**config.mk**
```make
export PLATFORM = sky130hd
export DESIGN_NAME = half_subtractor_flat
export DESIGN_NICKNAME = d
export VERILOG_FILES = /design/src/rtl/half_subtractor_pkg.sv /design/src/rtl/half_subtractor_if.sv /design/src/rtl/half_subtractor_lane.sv /design/src/rtl/half_subtractor.sv /design/src/flat_wrapper.sv
export SDC_FILE = /design/constraint.sdc
export NUM_CORES = 1
export LEC_CHECK = 0
export ABC_AREA = 1
export CAP_MARGIN = 20
export CORE_MARGIN = 5
export CORE_UTILIZATION = 45
export CTS_CLUSTER_SIZE = 25
export DETAILED_ROUTE_END_ITERATION = 12
export GPL_TIMING_DRIVEN = 0
export PLACE_DENSITY = 0.8
export SETUP_SLACK_MARGIN = 0.15
export SYNTH_ARGS = -nofsm -noshare
export SYNTH_HDL_FRONTEND = slang
export SYNTH_SLANG_ARGS = --single-unit
export TNS_END_PERCENT = 30
```
**constraint.sdc**
```tcl
create_clock -name clk -period 2 [get_ports clk]
set_input_delay 0.4 -clock clk [delete_from_list [all_inputs] [get_ports clk]]
set_output_delay 0.4 -clock clk [all_outputs]
set_load 0.02 [all_outputs]
```
**src/rtl/half_subtractor_pkg.sv**
```systemverilog
// Shared constants and the single-bit subtraction rule for the half_subtractor
// family, reused by full-subtractor blocks built from two cells.
package half_subtractor_pkg;

  localparam int HS_WIDTH = 1;
  localparam int HS_CNT_W = 16;

  // Returns {borrow, diff} for one bit of a - b.
  function automatic logic [1:0] hs_lane(input logic a, input logic b);
    return {~a & b, a ^ b};
  endfunction

endpackage : half_subtractor_pkg

```
**src/rtl/half_subtractor_if.sv**
```systemverilog
// Operand/result bundle for half_subtractor: the master side drives operands
// and controls, the slave side (the subtractor) returns results.
interface half_subtractor_if
  import half_subtractor_pkg::*;
#(
  parameter int WIDTH = HS_WIDTH,
  parameter int CNT_W = HS_CNT_W
);

  logic [WIDTH-1:0] a;
  logic [WIDTH-1:0] b;
  logic             in_valid;
  logic             cnt_clr;
  logic [WIDTH-1:0] diff;
  logic [WIDTH-1:0] borrow;
  logic [WIDTH-1:0] diff_q;
  logic [WIDTH-1:0] borrow_q;
  logic             out_valid;
  logic [CNT_W-1:0] borrow_cnt;

  modport master (
    output a, b, in_valid, cnt_clr,
    input  diff, borrow, diff_q, borrow_q, out_valid, borrow_cnt
  );

  modport slave (
    input  a, b, in_valid, cnt_clr,
    output diff, borrow, diff_q, borrow_q, out_valid, borrow_cnt
  );

endinterface : half_subtractor_if

```
**src/rtl/half_subtractor_lane.sv**
```systemverilog
// Single-bit combinational half-subtractor cell: diff = a ^ b, borrow = ~a & b.
module half_subtractor_lane
  import half_subtractor_pkg::*;
(
  input  logic a,
  input  logic b,
  output logic diff,
  output logic borrow
);

  assign {borrow, diff} = hs_lane(a, b);

endmodule : half_subtractor_lane

```
**src/rtl/half_subtractor.sv**
```systemverilog
// WIDTH independent half-subtractor lanes with a zero-latency result, a
// one-cycle registered copy and a saturating count of borrowing samples.
module half_subtractor
  import half_subtractor_pkg::*;
#(
  parameter int WIDTH = HS_WIDTH,
  parameter int CNT_W = HS_CNT_W
)
(
  input logic              clk,
  input logic              rst_n,
  half_subtractor_if.slave bus
);

  localparam logic [CNT_W-1:0] CNT_MAX = '1;

  logic [WIDTH-1:0] diff_w;
  logic [WIDTH-1:0] borrow_w;
  logic [WIDTH-1:0] diff_q;
  logic [WIDTH-1:0] borrow_q;
  logic             out_valid;
  logic [CNT_W-1:0] borrow_cnt;
  logic [CNT_W-1:0] cnt_next;
  logic             any_borrow;

  // Lanes never exchange borrows; each is a standalone cell.
  for (genvar i = 0; i < WIDTH; i++) begin : g_lane
    half_subtractor_lane u_lane (
      .a      (bus.a[i]),
      .b      (bus.b[i]),
      .diff   (diff_w[i]),
      .borrow (borrow_w[i])
    );
  end

  assign any_borrow = |borrow_w;

  // NOTE: the reset branch sits in the sensitivity list so outputs clear the
  // moment rst_n falls; <= keeps every flop sampling pre-edge values.
  always_ff @(posedge clk or negedge rst_n) begin
    if (!rst_n) begin
      diff_q    <= '0;
      borrow_q  <= '0;
      out_valid <= 1'b0;
    end else begin
      out_valid <= bus.in_valid;
      if (bus.in_valid) begin
        diff_q   <= diff_w;
        borrow_q <= borrow_w;
      end
    end
  end

  // NOTE: cnt_next gets a default first so no path leaves it unassigned,
  // which would otherwise infer a latch.
  always_comb begin
    cnt_next = borrow_cnt;
    if (bus.cnt_clr) begin
      cnt_next = '0;
    end else if (bus.in_valid && any_borrow && (borrow_cnt != CNT_MAX)) begin
      cnt_next = borrow_cnt + 1'b1;
    end
  end

  always_ff @(posedge clk or negedge rst_n) begin
    if (!rst_n) begin
      borrow_cnt <= '0;
    end else begin
      borrow_cnt <= cnt_next;
    end
  end

  assign bus.diff       = diff_w;
  assign bus.borrow     = borrow_w;
  assign bus.diff_q     = diff_q;
  assign bus.borrow_q   = borrow_q;
  assign bus.out_valid  = out_valid;
  assign bus.borrow_cnt = borrow_cnt;

endmodule : half_subtractor

```
**src/flat_wrapper.sv**
```systemverilog
// flat-port wrapper written by rule: the top's interface ports become plain ports
module half_subtractor_flat import half_subtractor_pkg::*;
#(
  parameter int WIDTH = HS_WIDTH,
  parameter int CNT_W = HS_CNT_W
)
  (clk, rst_n, bus_a, bus_b, bus_in_valid, bus_cnt_clr, bus_diff, bus_borrow, bus_diff_q, bus_borrow_q, bus_out_valid, bus_borrow_cnt);
  half_subtractor_if #(.WIDTH(WIDTH), .CNT_W(CNT_W)) bus_i ();
  input logic clk;
  input logic rst_n;
  input wire logic [$bits(bus_i.a)-1:0] bus_a;
  input wire logic [$bits(bus_i.b)-1:0] bus_b;
  input wire logic [$bits(bus_i.in_valid)-1:0] bus_in_valid;
  input wire logic [$bits(bus_i.cnt_clr)-1:0] bus_cnt_clr;
  output wire logic [$bits(bus_i.diff)-1:0] bus_diff;
  output wire logic [$bits(bus_i.borrow)-1:0] bus_borrow;
  output wire logic [$bits(bus_i.diff_q)-1:0] bus_diff_q;
  output wire logic [$bits(bus_i.borrow_q)-1:0] bus_borrow_q;
  output wire logic [$bits(bus_i.out_valid)-1:0] bus_out_valid;
  output wire logic [$bits(bus_i.borrow_cnt)-1:0] bus_borrow_cnt;
  assign bus_i.a = bus_a;
  assign bus_i.b = bus_b;
  assign bus_i.in_valid = bus_in_valid;
  assign bus_i.cnt_clr = bus_cnt_clr;
  assign bus_diff = bus_i.diff;
  assign bus_borrow = bus_i.borrow;
  assign bus_diff_q = bus_i.diff_q;
  assign bus_borrow_q = bus_i.borrow_q;
  assign bus_out_valid = bus_i.out_valid;
  assign bus_borrow_cnt = bus_i.borrow_cnt;
  half_subtractor #(.WIDTH(WIDTH), .CNT_W(CNT_W)) u_core (.clk(clk), .rst_n(rst_n), .bus(bus_i));
endmodule
```
Word level (Yosys, flattened, before mapping)
Cells that the tools add are included.
{ "classes": {"add_sub_neg": 1, "n_eq_ne": 1, "n_mux": 2, "bitwise_logic": 3, "reduce_logical": 3} }
{ "op_table": {"columns": ["op", "count"], "rows": [
  ["2-to-1 mux 16 bit", 2],
  ["adder 16 x 1 -> 16 bit, second input constant", 1],
  ["!= test 16 bit, second input constant", 1],
  ["logical AND 1 bit", 2],
  ["nonzero test 2 bit", 1],
  ["bitwise AND 1 bit", 1],
  ["NOT 1 bit", 1],
  ["bitwise XOR 1 bit", 1]
]} }
{ "word_totals": {"ff_bits": 19, "in_bits": 6, "out_inout_bits": 21} }

Longest topological paths before layout
{ "logic_depth": {"word_depth": 6, "depth_mapped": 10, "ltp_nobuf": 9} }

Cells and area by module
Synthesis repeated with hierarchy kept, for this count alone.
{ "hier_totals": {"hier_cells": 157, "area_unflattened_um2": 1133.6} }
{ "by_module_without_submodules": {"columns": ["module", "instances", "cells_each", "area_per_inst_um2"], "rows": [
  ["half_subtractor", 1, 154, 1113.6],
  ["half_subtractor_lane", 1, 3, 20.0]
]} }

Least setup slack after synthesis
No wires, ideal clock.
{ "synth_path": {"path_type": "register to register", "from": "register u_core.borrow_cnt[0], in the netlist u_core.bus.borrow_cnt[0]", "to": "register u_core.borrow_cnt[2], in the netlist u_core.bus.borrow_cnt[2]", "setup_ns": 0.121, "t_arrival_ns": 1.557, "required_ns": 1.879, "setup_slack_ns": 0.322, "path_stages_with_launch": 11, "path_buffers": 1, "period_less_slack_ns": 1.678, "cell_sequence": "dfrtp_1 > ha_1 > nand2_1 > nor2_4 > nand2_2 > nor2_4 > o21ai_4 > clkinv_2 > buf_6 > nand2_1 > nand2_1"} }
{ "synth_between": {"elab_chain_len": 3, "word_cells_on_any_way": 6, "cone_classes": "1 x add/sub; 1 x eq/ne; 2 x mux; 2 x reduce/logical"} }
{ "synth_lines": {"columns": ["item", "line_no", "rtl"], "rows": [
  ["start, declared", "half_subtractor.sv:22", "logic [CNT_W-1:0] borrow_cnt;"],
  ["start signal, assigned", "half_subtractor.sv:69", "borrow_cnt <= cnt_next;"],
  ["adder 16 x 1 -> 16 bit / != test 16 bit (equally long branches)", "half_subtractor.sv:61, half_subtractor.sv:60", null],
  ["2-to-1 mux 16 bit / logical AND 1 bit (equally long branches)", "half_subtractor.sv:60", "end else if (bus.in_valid && any_borrow && (borrow_cnt != CNT_MAX)) begin"],
  ["2-to-1 mux 16 bit / nonzero test 2 bit (equally long branches)", null, null]
]} }
Parallel ways exist; a longest one is shown, timed or not. The select of a mux whose other input is x is not followed.
A chain may end at the register's enable or synchronous reset.

Worst setup path after layout
{ "layout_path": {"from": "register u_core.borrow_cnt[7], in the netlist u_core.bus.borrow_cnt[7]", "to": "output bus_borrow_cnt[7]"} }
{ "layout_lines": {"columns": ["item", "line_no", "rtl"], "rows": [
  ["end, declared", "flat_wrapper.sv:20", "output wire logic [$bits(bus_i.borrow_cnt)-1:0] bus_borrow_cnt;"]
]} }
No word-level cell between the ends.

==> run metrics <==
Synth warnings 0; RSZ-0062 raised after global routing yes; reg2reg path depth 10; area share of the largest cell type after synthesis 41.58%; Clk pin slew, worst setup/hold paths 110 ps; hold path start u_core.bus.borrow_q; CTS tree done; Pint 0.0005026 W; Gate power share 12.8%; Placed Area 1441 µm²; worst-path cell with the longest stage delay clkdlybuf4s50_1; status complete, no violations; DRC Markers 0; syn_area_per_cell 7.284 µm²; Final Cell Area 1488 µm²; FF-to-FF Start u_core.bus.borrow_cnt[0]; CTS Hold Bufs 0; GRT Total Usage 17.03%; # Max-Cap Violations 0; row cnt 18; Port Buf Inserts 26; Post-Place Cells 213; DR WL/cell 12.36 µm; H-Tree Depth 1; crit path cell chain clkdlybuf4s50_1; Startpoint Class flop; maximum clock rate 540.7 MHz; VDD IR max 400.1 µV; leakage power 0.6658 nW; Slew Viols, Final 0; final wirelength 2.719 mm; setup violators final 0; initial antenna violation count 0; CP Capture Type output pin; CP Class flop to output pin; core area 2455 µm²; global-route wire length before repair 4.747 mm; hold depth 2; Slew HR 44.15%; cell family with most CP delay buffers and inverters; Final #Nets 199; Syn Inst Count 157; Clock power frac 28.9%; Die ar. 3649 µm²; r2r setup slk 300 ps; height of the die 60.41 µm; Initial Utilization 46.59%; insertion delay to the later sink of the worst-skew pair 300 ps; Switch Pwr 0.0001725 W; Hold Violations, Final 0; most frequent cells in the layout 58 x nand2_1, 24 x clkdlybuf4s50_1, 19 x dfrtp_1; reg2reg end u_core.bus.borrow_cnt[4]; Final HPWL DP 2.015 mm; CP Buf/Inv Count 1; ranking of synthesized cells by area dfrtp_1 42%, nand2_1 19%, nand3_1 7.0%; Final Wtd Congestion 0.8227; die width 60.41 µm; total chip power 0.0006751 W; Clock Skew 5.648 ps; leading area contributor after synthesis dfrtp_1; Hold Path Class flop to flop; share of layout cells above drive strength 1 8.421%; final cell count without fillers 220; Initial DRC Count 31; switching fraction of total power 25.55%; #FFs+latches synth 19; Worst EP arrival 1450 ps; via count 1142; post-detailed-route via-to-cell ratio 5.191; Sinks on Clock Net 19; final worst-path cycle share 92.47%; pin count of the biggest net entering global routing 20; Worst EP required 1600 ps; Layout area overhead 30.09%; Routed Antenna Nets 0; Worst-Margin Slew 835.1 ps; delay of the slowest critical-path stage 660 ps; I/O pin cnt 27; TritonRoute pass-1 iters 4; global route overflow 0; Seq/Total Area, Yosys 41.58%; Reg power frac 58.4%; fillcell total 227; Syn Nets 165; library cells used by synthesis 20; pwr dens 453.8 nW/µm²; min cycle time layout 1849 ps; post-synthesis cell area 1144 µm²; n_diodes 0; setup TNS 0 ps; Hold Crit Endpoint u_core.bus.borrow_q; Root Buffer clkbuf_4; crit-path max FO 7; Inserted Clock Buffers 3; Clock Path Buffers 2; Hold WS 491.2 ps; commonest non-fill, non-tap cell in the layout nand2_1; vias in the first global route 1139
[routing by layer]
layer / GRT usage [%] / wire, µm
met5: 0 / 0
met4: 7.121 / 82
met3: 2.766 / 182
met2: 29.94 / 1299
met1: 20.66 / 1155
[kinds of logic (layout without fill, tap and decap cells)]
kind of cell | Yosys count | in the layout | synth area share [%]
AO/OA/AOI/OAI | 9 | 9 | 5.143
buffers and inverters | 16 | 49 | 6.017
adder cells (fa/ha/maj) | 2 | 2 | 2.188
AND/OR/NAND/NOR | 106 | 106 | 41.25
XOR/XNOR | 5 | 5 | 3.829
flip-flops | 19 | 19 | 41.58
[cells in the mapped netlist]
library cell   n
a21oi_1        4
buf_1          1
buf_6          1
clkinv_2       1
dfrtp_1       19
ha_1           2
inv_1         13
nand2_1       58
nand2_2        1
nand3_1       16
nand3b_1       1
nand4_1        9
nor2_1        17
nor2_2         1
nor2_4         3
o211ai_1       1
o21ai_0        2
o21ai_1        1
o21ai_4        1
xor2_1         5
[worst max path at each step]
stage                             startpoint                  endpoint  slack, ps  depth (start not counted)
global route        u_core.bus.borrow_cnt[7]         bus_borrow_cnt[7]        100                          1
global placement                       bus_a                  bus_diff       -210                          5
CTS                                    bus_a                  bus_diff         40                          5
finish              u_core.bus.borrow_cnt[7]         bus_borrow_cnt[7]        150                          1
floorplan           u_core.bus.borrow_cnt[0]  u_core.bus.borrow_cnt[2]        320                         10
detailed placement                     bus_a                  bus_diff       -230                          5
[flip-flops by register name, indices dropped and copies added (netlist names)]
register               flops
u_core.bus.borrow_cnt     16
u_core.bus.diff_q          1
u_core.bus.out_valid       1
u_core.bus.borrow_q        1
[power by group through the flow]
stage | clock network, W | logic, W | registers, W
after floorplan | 0 | 0.0000313 | 0.000410
after global placement | 0 | 0.0000853 | 0.000402
after detailed placement | 0 | 0.0000860 | 0.000402
after CTS | 0.000200 | 0.0000843 | 0.000394
after global routing | 0.000213 | 0.0000956 | 0.000395
final | 0.000195 | 0.0000863 | 0.000394
[tightest hold or removal path, stage by stage (launching register included)]
cell,delay (ps)
dfrtp_1,360
nand2_1,50
nand2_1,50
[metrics by stage]
stage	util, %	setup WS [ps]
6_report	60.60	150.5
3_3_place_gp	58.72	-210.5
2_1_floorplan	-	322.0
3_5_place_dp	58.72	-227.6
5_1_grt	60.60	97.80
4_1_cts	59.68	42.30
[cell type report]
class,instances,area (µm²),area share (%)
well taps,30,37.54,2.523
inverters,14,55.05,3.701
flip-flops and latches,19,475.5,31.96
plain buffers,2,15.01,1.009
repair buffers,29,276.5,18.59
multi-input cells,122,601.8,40.45
clock buffers,4,26.28,1.766
[timing repair]
| item | CTS | global route |
|---|---|---|
| resized for setup | 2 | 4 |
| pin swaps | 0 | 1 |
| endpoints found under the setup margin | 3 | 19 |
| buffers inserted | 0 | 3 |
Power figures use the tool's default switching activity.
